[src/rtl/blast_sprite_draw.sv]
// Animated sprite overlay: plays one NUM_FRAMES-long animation per start and
// keys the matching ROM frame over the VGA stream with a fixed 2-cycle latency.
module blast_sprite_draw #(
  parameter int          SPRITE_SIZE = 16,
  parameter int          NUM_FRAMES  = 8,
  parameter int          ADDR_W      = 11,
  parameter logic [11:0] COLOR_KEY   = 12'h000
) (
  input  logic              clk,
  input  logic              rst,
  input  logic              start,
  input  logic [10:0]       x_pos,
  input  logic [10:0]       y_pos,
  input  logic [3:0]        frame_num,
  output logic              anim_run,
  output logic              busy,
  output logic              done,
  input  logic [10:0]       hcount_in,
  input  logic [10:0]       vcount_in,
  input  logic              hsync_in,
  input  logic              vsync_in,
  input  logic              hblnk_in,
  input  logic              vblnk_in,
  input  logic [11:0]       rgb_in,
  output logic [10:0]       hcount_out,
  output logic [10:0]       vcount_out,
  output logic              hsync_out,
  output logic              vsync_out,
  output logic              hblnk_out,
  output logic              vblnk_out,
  output logic [11:0]       rgb_out,
  output logic [ADDR_W-1:0] rom_addr,
  input  logic [11:0]       rom_data
);
  localparam logic [3:0]  NF   = 4'(NUM_FRAMES);
  localparam logic [3:0]  LAST = 4'(NUM_FRAMES - 1);
  localparam logic [11:0] SS12 = 12'(SPRITE_SIZE);

  typedef enum logic [1:0] {IDLE, PLAY, FINISH} state_t;
  state_t state;

  logic [10:0] x_q, y_q;
  logic [3:0]  base, disp_frame, rel;

  logic [10:0] hcount_d1, vcount_d1;
  logic        hsync_d1, vsync_d1, hblnk_d1, vblnk_d1, hit_d1;
  logic [11:0] rgb_d1;

  // Controller frame count relative to the start, modulo 16 so a wrapping
  // controller counter still yields a monotonic index.
  assign rel = frame_num - base;

  always_ff @(posedge clk) begin
    if (rst) begin
      state      <= IDLE;
      anim_run   <= 1'b0;
      busy       <= 1'b0;
      done       <= 1'b0;
      x_q        <= '0;
      y_q        <= '0;
      base       <= '0;
      disp_frame <= '0;
    end else begin
      case (state)
        IDLE: if (start) begin
          state      <= PLAY;
          anim_run   <= 1'b1;
          busy       <= 1'b1;
          x_q        <= x_pos;
          y_q        <= y_pos;
          base       <= frame_num;
          disp_frame <= '0;
        end
        PLAY: begin
          if (rel == NF) begin
            state    <= FINISH;
            anim_run <= 1'b0;
            done     <= 1'b1;
          end
          // Frame switch only at vertical blank start to avoid tearing.
          if (vblnk_in && !vblnk_d1)
            disp_frame <= (rel > LAST) ? LAST : rel;
        end
        FINISH: begin
          state <= IDLE;
          done  <= 1'b0;
          busy  <= 1'b0;
        end
        default: state <= IDLE;
      endcase
    end
  end

  // Stage 1: box test at 12 bits so x+SPRITE_SIZE cannot wrap.
  logic [11:0]       h12, v12, x12, y12, dx, dy;
  logic              inbox, hit1;
  logic [ADDR_W-1:0] addr1;

  always_comb begin
    h12   = {1'b0, hcount_in};
    v12   = {1'b0, vcount_in};
    x12   = {1'b0, x_q};
    y12   = {1'b0, y_q};
    dx    = h12 - x12;
    dy    = v12 - y12;
    inbox = (h12 >= x12) && (h12 < x12 + SS12) && (v12 >= y12) && (v12 < y12 + SS12);
    hit1  = inbox && (state == PLAY) && !hblnk_in && !vblnk_in;
    addr1 = ADDR_W'(32'(disp_frame) * 32'(SPRITE_SIZE * SPRITE_SIZE)
                  + 32'(dy) * 32'(SPRITE_SIZE) + 32'(dx));
  end

  always_ff @(posedge clk) begin
    if (rst) begin
      hcount_d1 <= '0;
      vcount_d1 <= '0;
      hsync_d1  <= 1'b0;
      vsync_d1  <= 1'b0;
      hblnk_d1  <= 1'b0;
      vblnk_d1  <= 1'b0;
      rgb_d1    <= '0;
      hit_d1    <= 1'b0;
      rom_addr  <= '0;
    end else begin
      hcount_d1 <= hcount_in;
      vcount_d1 <= vcount_in;
      hsync_d1  <= hsync_in;
      vsync_d1  <= vsync_in;
      hblnk_d1  <= hblnk_in;
      vblnk_d1  <= vblnk_in;
      rgb_d1    <= rgb_in;
      hit_d1    <= hit1;
      rom_addr  <= hit1 ? addr1 : '0;
    end
  end

  // Stage 2: ROM data returns combinationally against the registered address.
  always_ff @(posedge clk) begin
    if (rst) begin
      hcount_out <= '0;
      vcount_out <= '0;
      hsync_out  <= 1'b0;
      vsync_out  <= 1'b0;
      hblnk_out  <= 1'b0;
      vblnk_out  <= 1'b0;
      rgb_out    <= '0;
    end else begin
      hcount_out <= hcount_d1;
      vcount_out <= vcount_d1;
      hsync_out  <= hsync_d1;
      vsync_out  <= vsync_d1;
      hblnk_out  <= hblnk_d1;
      vblnk_out  <= vblnk_d1;
      rgb_out    <= (hit_d1 && rom_data != COLOR_KEY) ? rom_data : rgb_d1;
    end
  end
endmodule

[config.mk]
export PLATFORM = sky130hd
export DESIGN_NAME = blast_sprite_draw
export DESIGN_NICKNAME = d
export VERILOG_FILES = /design/src/rtl/blast_sprite_draw.sv
export SDC_FILE = /design/constraint.sdc
export NUM_CORES = 1
export LEC_CHECK = 0
export CELL_PAD_IN_SITES_DETAIL_PLACEMENT = 2
export CELL_PAD_IN_SITES_GLOBAL_PLACEMENT = 2
export CORE_UTILIZATION = 30
export DETAILED_ROUTE_END_ITERATION = 8
export PLACE_DENSITY = 0.76
export SYNTH_ARGS = -nofsm -noshare
export SYNTH_HDL_FRONTEND = slang
export SYNTH_SLANG_ARGS = --single-unit
[constraint.sdc]
create_clock -name clk -period 4.2 [get_ports clk]
set_clock_uncertainty 0.2 [all_clocks]
set_input_delay 0.84 -clock clk [delete_from_list [all_inputs] [get_ports clk]]
set_output_delay 0.84 -clock clk [all_outputs]
set_load 0.01 [all_outputs]
# Yosys cells after proc, flatten, opt, wreduce, memory -nomap -nowiden
# Index checks and enable logic that the tools add are counted.
# word_totals
regBits	122
word_cells	80
# op_classes
add_sub_neg	7
order_cmp	5
n_eq_ne	6
muxes	14
n_bitwise	1
reduce_logical	23
# op_table
op	n
$add A11 B5 Y12 const B	2
$lt A11 B12 Y1	2
$add A11 B11 Y11	2
$ge A11 B11 Y1	2
$mux W12	1
$reduce_bool A12 Y1	1
$sub A11 B11 Y11	1
$mux W3	3
$logic_and A1 B1 Y1	8
$reduce_and A2 Y1	4
$sub A7 B7 Y7	1
$ne A2 B2 Y1 const B	3
$pmux W1 S2	3
$pmux W3 S2	1
$reduce_and A3 Y1	2
$reduce_bool A2 Y1	3
$eq A4 B4 Y1 const B	1
$gt A4 B3 Y1 const B	1
$mux W2	2
$pmux W2 S2	1
$sub A4 B4 Y4	1
$logic_not A1 Y1	3
$mux W1	3
$eq A2 B1 Y1 const B	1
4 further kinds	4

# Depth between registers and ports, before layout
# Gate-level depths: netlist of the first run.
# depth
word_depth	10
ltp_mapped	15

# Least setup slack after synthesis of the first run
# No wires, ideal clock.
# synth_path
kind	input -> register
from	input port vcount_in[0]
to	register rom_addr[10]
setup_ps	140
arrival_ps	3439
path_slack_ps	421
cell_stages	12
n_path_buf	0
path_cell_list	inv_1 -> ha_1 -> inv_1 -> fa_1 -> fa_1 -> ha_1 -> ha_1 -> a21oi_1 -> o21ai_0 -> o41ai_1 -> xnor2_1 -> nor3_2
# synth_between
elab_chain_len	8
# synth_rtl
element	line_no	rtl
start: declaration	19	input logic [10:0] vcount_in,
parallel branches: the longest is 8 deep, another holds $add A11 B11 Y11	n/a	
end signal: assignment	132	rom_addr <= hit1 ? addr1 : '0;
end: declaration	32	output logic [ADDR_W-1:0] rom_addr,
# Parallel ways; which one is timed is not known.
# A chain may end at the register's enable or synchronous reset.

# Final worst setup path of the first run
# Ends and elaborated chain as after synthesis.

==> results_dict.tcl, run 1 <==
set metrics [dict create \
    fmax_ghz 0.248 \
    grt_overflow 0 \
    routed_wirelength_mm 17.2 \
    ys.flop_type "dfxtp_1" \
    synth_cell_types 46 \
    port_buffers 130 \
    path_clk_slew_ns 0.05 \
    rows 49 \
    hold_violations 0 \
    route.detailed.drc 0 \
    ys_ff_latch 122 \
    worst_slew_pin_slew_ns 1.03 \
    seq_area_frac_synth 0.430 \
    grt_max_degree 72 \
    drtIter0Drc 164 \
    crit_fanout 3 \
    finalSetupViolations 0 \
    layout-drive-gt1-share 0.0750 \
    die_x_microns 140 \
    cts_tree "yes" \
    critPathKind "in -> reg" \
    synth_nets 755 \
    p_leak_nw 3.17 \
    area_delta_synth_final_pct 38.4 \
    core_region_area_sq_um 18300 \
    ys_async_sr_fraction 0 \
    rsz0062_at_grt "false" \
    htree_levels 4 \
    finalCritPeriodShare 0.961 \
    period_needed_ns 4.04 \
    antenna-diode-count 0 \
    cts-root-buf "clkbuf_16" \
    r2r_slack_ns 0.63 \
    cp.arrival_ns 4.14 \
    fin_tns_setup_ns 0 \
    die_h_microns 140 \
    dr.pass1.iters 4 \
    hold_slack_ns 0.238 \
    cts_buffer_depth 2 \
    slew_violations 0 \
    vias_per_cell 4.71 \
    synth_edf_count 0 \
    end_kind "flop" \
    place_area_sq_um 7300 \
    antenna_found_initial 0 \
    start_kind "input pin" \
    nets 898 \
    wl_per_cell_microns 17.4 \
    drtAntennaViolNets 0 \
    fin_total_pwr_mw 3.46 \
    power_density_nw_per_um2 440 \
    grt_pass1_wl_mm 28.1 \
    vias 4660 \
    drv_cap 0 \
    postSynthCellCount 606 \
    die_area_sq_um 19500 \
    ioPinCount 131 \
    final_area_sq_um 7860 \
    grt_pass1_vias 5317 \
    clk_latency_ns 0.43 \
    post_cts_buffers 0 \
    holdBufCountCts 0 \
    dp_hpwl_mm 12.9 \
    finalWeightedCongestion 0.815 \
    peakVddDrop_v 0.000243 \
    cts_made_buffers 17 \
    clock-sinks 122 \
    syn_area_sq_um 5680 \
    cts_resized 0 \
    slew-limit-headroom 0.310 \
    grt_usage 0.188 \
    status "completed" \
    fillers 1951 \
    synth_warnings 0 \
    required_ns 4.30 \
    synth.avg_cell_area_sq_um 9.37 \
    min_path_type "reg -> reg" \
    initial_utilization 0.311 \
]
path summary, 6_finish.rpt:
kind | end | startpoint | depth (start not counted)
min reg2reg | vcount_out[4] | vcount_d1[4] | 1
max | rom_addr[10] | vcount_in[0] | 13
max reg2reg | rom_addr[9] | y_q[1] | 15
min | vcount_out[4] | vcount_d1[4] | 1
flip-flops by register name, summed over array words and instances, names as in the netlist, 2 cells and up:
| signal | count |
|---|---|
| x_q | 11 |
| rom_addr | 11 |
| y_q | 11 |
| vcount_d1 | 11 |
| vcount_out | 11 |
| base | 4 |
| rgb_out | 12 |
| rgb_d1 | 12 |
| hcount_out | 11 |
| hcount_d1 | 11 |
| state | 2 |
| disp_frame | 3 |
per-stage QoR:
step / cells / setup WS [ns] / util
after floorplan: 606 / 0.421 / -
after global placement: 959 / -0.166 / 0.399
after detailed placement: 959 / -0.405 / 0.399
after CTS: 989 / 0.0203 / 0.430
after global routing: 989 / 0.00956 / 0.430
final: 989 / 0.163 / 0.430
area by class of cell:
type                            instances  area (sq um)  share of cell area
Clock buffer                           22           454              0.0578
Sequential cell                       122          2440               0.311
Multi-Input combinational cell        406          2940               0.375
Tap cell                              229           287              0.0365
Inverter                               55           206              0.0263
Clock inverter                          8          97.6              0.0124
Timing Repair Buffer                  147          1430               0.182
critical path, cell delays in order:
cell	delay (ns)
clkdlybuf4s50_1	0.46
inv_1	0.06
ha_1	0.19
inv_1	0.11
fa_1	0.46
fa_1	0.45
ha_1	0.33
ha_1	0.34
a21oi_1	0.22
o21ai_1	0.15
o41ai_2	0.26
xnor2_1	0.20
nor3_2	0.06
report_power, final:
part,switching [mW],internal [mW]
logic,0.420,0.397
clock network,0.517,0.878
registers,0.0327,1.21
total,0.970,2.49
cell families after synthesis:
family          count (synthesis)  synth area share
simple gates                  204             0.185
flops                         122             0.430
compound gates                101             0.111
buf+inv                        78            0.0529
fa+ha+maj                      70             0.173
xor+xnor                       29            0.0447
mux                             2           0.00353
routing by layer:
layer | GRT usage | share of wire | vias up
met2 | 0.338 | 0.51 | 113
met4 | 0.0619 | 0.012 | 0
met3 | 0.0465 | 0.038 | 19
li1 | - | - | 2278
met5 | 0 | 0 | -
met1 | 0.217 | 0.44 | 2250
cells in the final DEF (no fill, tap or decap), types with 2 or more instances in the layout:
cell / n
clkdlybuf4s50_1: 129
dfxtp_1: 122
nand2_1: 82
nor2b_1: 56
ha_1: 56
inv_1: 55
a21oi_1: 52
nor2_1: 23
xnor2_1: 22
buf_4: 18
clkbuf_16: 17
fa_1: 14
o21ai_0: 11
a21o_1: 10
nor3_2: 9
xor2_1: 7
nand3_1: 6
a211oi_1: 5
and3_1: 4
and2_1: 4
clkbuf_1: 4
clkinv_2: 4
nand4_1: 3
nand2b_1: 3
o211ai_1: 3
nor3_1: 3
nor3b_1: 3
nor4_1: 3
a211o_1: 2
and4_1: 2
a2111oi_0: 2
o41ai_1: 2
mux2i_1: 2
clkinv_4: 2
bufinv_16: 2
cells in the mapped netlist (all sizes together) (2+ instances only):
| cell type | instances | area share |
|---|---|---|
| clkbuf | 21 | 0.014 |
| mux2i | 2 | 0.0035 |
| a211oi | 5 | 0.0066 |
| a21o | 10 | 0.013 |
| nor4 | 3 | 0.0033 |
| fa | 14 | 0.049 |
| and2 | 4 | 0.0044 |
| inv | 55 | 0.036 |
| a211o | 2 | 0.0031 |
| nor3b | 3 | 0.0040 |
| o41ai | 3 | 0.0046 |
| a21oi | 52 | 0.046 |
| buf | 2 | 0.0026 |
| nand4 | 3 | 0.0033 |
| nor3 | 12 | 0.019 |
| xor2 | 7 | 0.011 |
| nand2b | 3 | 0.0033 |
| nand2 | 82 | 0.054 |
| o211ai | 4 | 0.0062 |
| nand3 | 6 | 0.0053 |
| o21ai | 12 | 0.011 |
| nor2 | 23 | 0.015 |
| and3 | 4 | 0.0044 |
| ha | 56 | 0.12 |
| and4 | 2 | 0.0031 |
| xnor2 | 22 | 0.034 |
| nor2b | 56 | 0.062 |
| dfxtp | 122 | 0.43 |
| a2111oi | 2 | 0.0031 |
Power figures use the tool's default switching activity.
==> run 2, diff against run 1 <==
--- a/config.mk
+++ b/config.mk
@@ -9,7 +9,7 @@
 export CELL_PAD_IN_SITES_GLOBAL_PLACEMENT = 2
 export CORE_UTILIZATION = 30
 export DETAILED_ROUTE_END_ITERATION = 8
-export PLACE_DENSITY = 0.76
+export PLACE_DENSITY = 0.89
 export SYNTH_ARGS = -nofsm -noshare
 export SYNTH_HDL_FRONTEND = slang
 export SYNTH_SLANG_ARGS = --single-unit
==> run 2 against run 1 <==
Utilization increased by 0.82 points. Sequential share of layout area decreased by 0.58 points. Worst setup slack got worse by 0.0093 ns. Design area increased by 1.9%. Combinational power increased by 14%. Largest cell class unchanged. Clock power increased by 11%.
==> results_dict.tcl, run 2 (synthesis results as in run 1) <==
set metrics [dict create \
    hold_violations 0 \
    power_density_nw_per_um2 466 \
    cts_buffer_depth 2 \
    drtAntennaViolNets 0 \
    slew_violations 0 \
    cts_tree "yes" \
    rows 49 \
    cp.arrival_ns 4.12 \
    holdPathStages 1 \
    dp_slack_ns -0.669 \
    min_path_type "reg -> reg" \
    finalWeightedCongestion 0.830 \
    vias 4844 \
    area_delta_synth_final_pct 41.0 \
    dr.pass1.iters 4 \
    cp_slowest_cell "fa_1" \
    hold_start "hcount_d1[5]" \
    worst_slew_pin_slew_ns 1.14 \
    crit_chain "clkdlybuf4s50_1 -> ha_1 -> a21o_1 -> a21o_1 -> xnor2_1 -> fa_1 -> fa_1 -> inv_1 -> ha_2 -> nor2_1 -> o21bai_1 -> o41ai_2 -> xnor2_1 -> nor3_2" \
    grt_overflow 0 \
    dr_wl_met2_mm 10.7 \
    top_regs "rgb_d1: 12 flops, rgb_out: 12 flops" \
    peakVddDrop_v 0.000264 \
    critPathKind "in -> reg" \
    die_area_sq_um 19500 \
    nets 896 \
    worstHoldEndpoint "hcount_out[5]" \
    grt_pass1_wl_mm 31.8 \
    fin_tns_setup_ns 0 \
    grt_max_degree 111 \
    die_x_microns 140 \
    finalCritPeriodShare 0.963 \
    status "completed" \
    cts-root-buf "clkbuf_16" \
    final_common_cell "clkdlybuf4s50_1" \
    fillers 1920 \
    required_ns 4.28 \
    post_cts_buffers 0 \
    r2r_slack_ns 0.54 \
    critPathMaxStageDelay_ns 0.52 \
    grt_pass1_vias 5743 \
    port_buffers 130 \
    die_h_microns 140 \
    finalSetupViolations 0 \
    grt_usage 0.216 \
    start_kind "input pin" \
    fin_total_pwr_mw 3.73 \
    vias_per_cell 4.89 \
    initial_utilization 0.311 \
    antenna_found_initial 2 \
    clock-sinks 122 \
    ioPinCount 131 \
    highest_layer "met4" \
    wirelength_met1_mm 7.69 \
    r2r_cells 14 \
    wl_met3_microns 805 \
    end_kind "flop" \
    drtIter0Drc 172 \
    fmax_ghz 0.247 \
    clk_latency_ns 0.43 \
    period_needed_ns 4.05 \
    layout-drive-gt1-share 0.0974 \
    crit_start "vcount_in[1]" \
    path_buf_inv 2 \
    r2r_start "y_q[1]" \
    route.detailed.drc 0 \
    p_leak_nw 3.19 \
    drv_cap 0 \
    dp_hpwl_mm 15.1 \
    routed_wirelength_mm 20.0 \
    fin_ws_ns 0.154 \
    core_region_area_sq_um 18300 \
    hold_slack_ns 0.235 \
    htree_levels 4 \
    cts_made_buffers 17 \
    crit_fanout 2 \
    path_clk_slew_ns 0.06 \
    wl_per_cell_microns 20.2 \
    crit_family "adder cells" \
    layout_common_cells "clkdlybuf4s50_1 (129), dfxtp_1 (122), nand2_1 (82)" \
    slew-limit-headroom 0.242 \
    rr_endpoint "rom_addr[10]" \
]
==> run 2: power breakdown <==
| group | leakage (nW) | total, mW | internal (mW) | switching, mW |
|---|---|---|---|---|
| clock network | 0.300 | 1.55 | 0.986 | 0.568 |
| registers | 1.00 | 1.25 | 1.21 | 0.0349 |
| logic | 1.89 | 0.930 | 0.446 | 0.484 |
==> run 2: how the worst max path moves through the flow <==
stage / to / slack, ns / depth (start not counted)
after floorplan: rom_addr[10] / 0.42 / 12
after global placement: rom_addr[10] / -0.18 / 13
after detailed placement: rom_addr[10] / -0.67 / 13
after CTS: rom_addr[9] / 0.03 / 14
after global routing: rom_addr[10] / -0.006 / 14
final: rom_addr[10] / 0.15 / 14
==> run 2: stage by stage <==
| stage | cell area (sq um) | utilization | std cells |
|---|---|---|---|
| after floorplan | 5680 | - | 606 |
| after global placement | 7280 | 0.399 | 957 |
| after detailed placement | 7280 | 0.399 | 957 |
| after CTS | 7980 | 0.437 | 989 |
| after global routing | 8010 | 0.438 | 991 |
| final | 8010 | 0.438 | 991 |
==> run 2: metal layers <==
layer	vias up	GRT usage
met1	2370	0.218
met4	0	0.128
met2	132	0.406
met5	-	0
li1	2290	-
met3	52	0.0496
==> run 2: cell type report <==
cell class	count	area [sq um]	share of cell area
inverters	55	206	0.0258
diodes	2	5.00	0.000625
clock buffers	20	467	0.0583
multi-input cells	406	3030	0.378
flip-flops and latches	122	2440	0.305
repair buffers	145	1410	0.176
clock inverters	12	161	0.0202
well taps	229	287	0.0358
==> run 2: timing repair <==
item,in CTS,in global routing
pin swaps,4,3
endpoints found under the hold margin,0,0
endpoints found under the setup margin,3,3
hold buffers,0,0
cloned,0,0
gates resized for setup,12,4
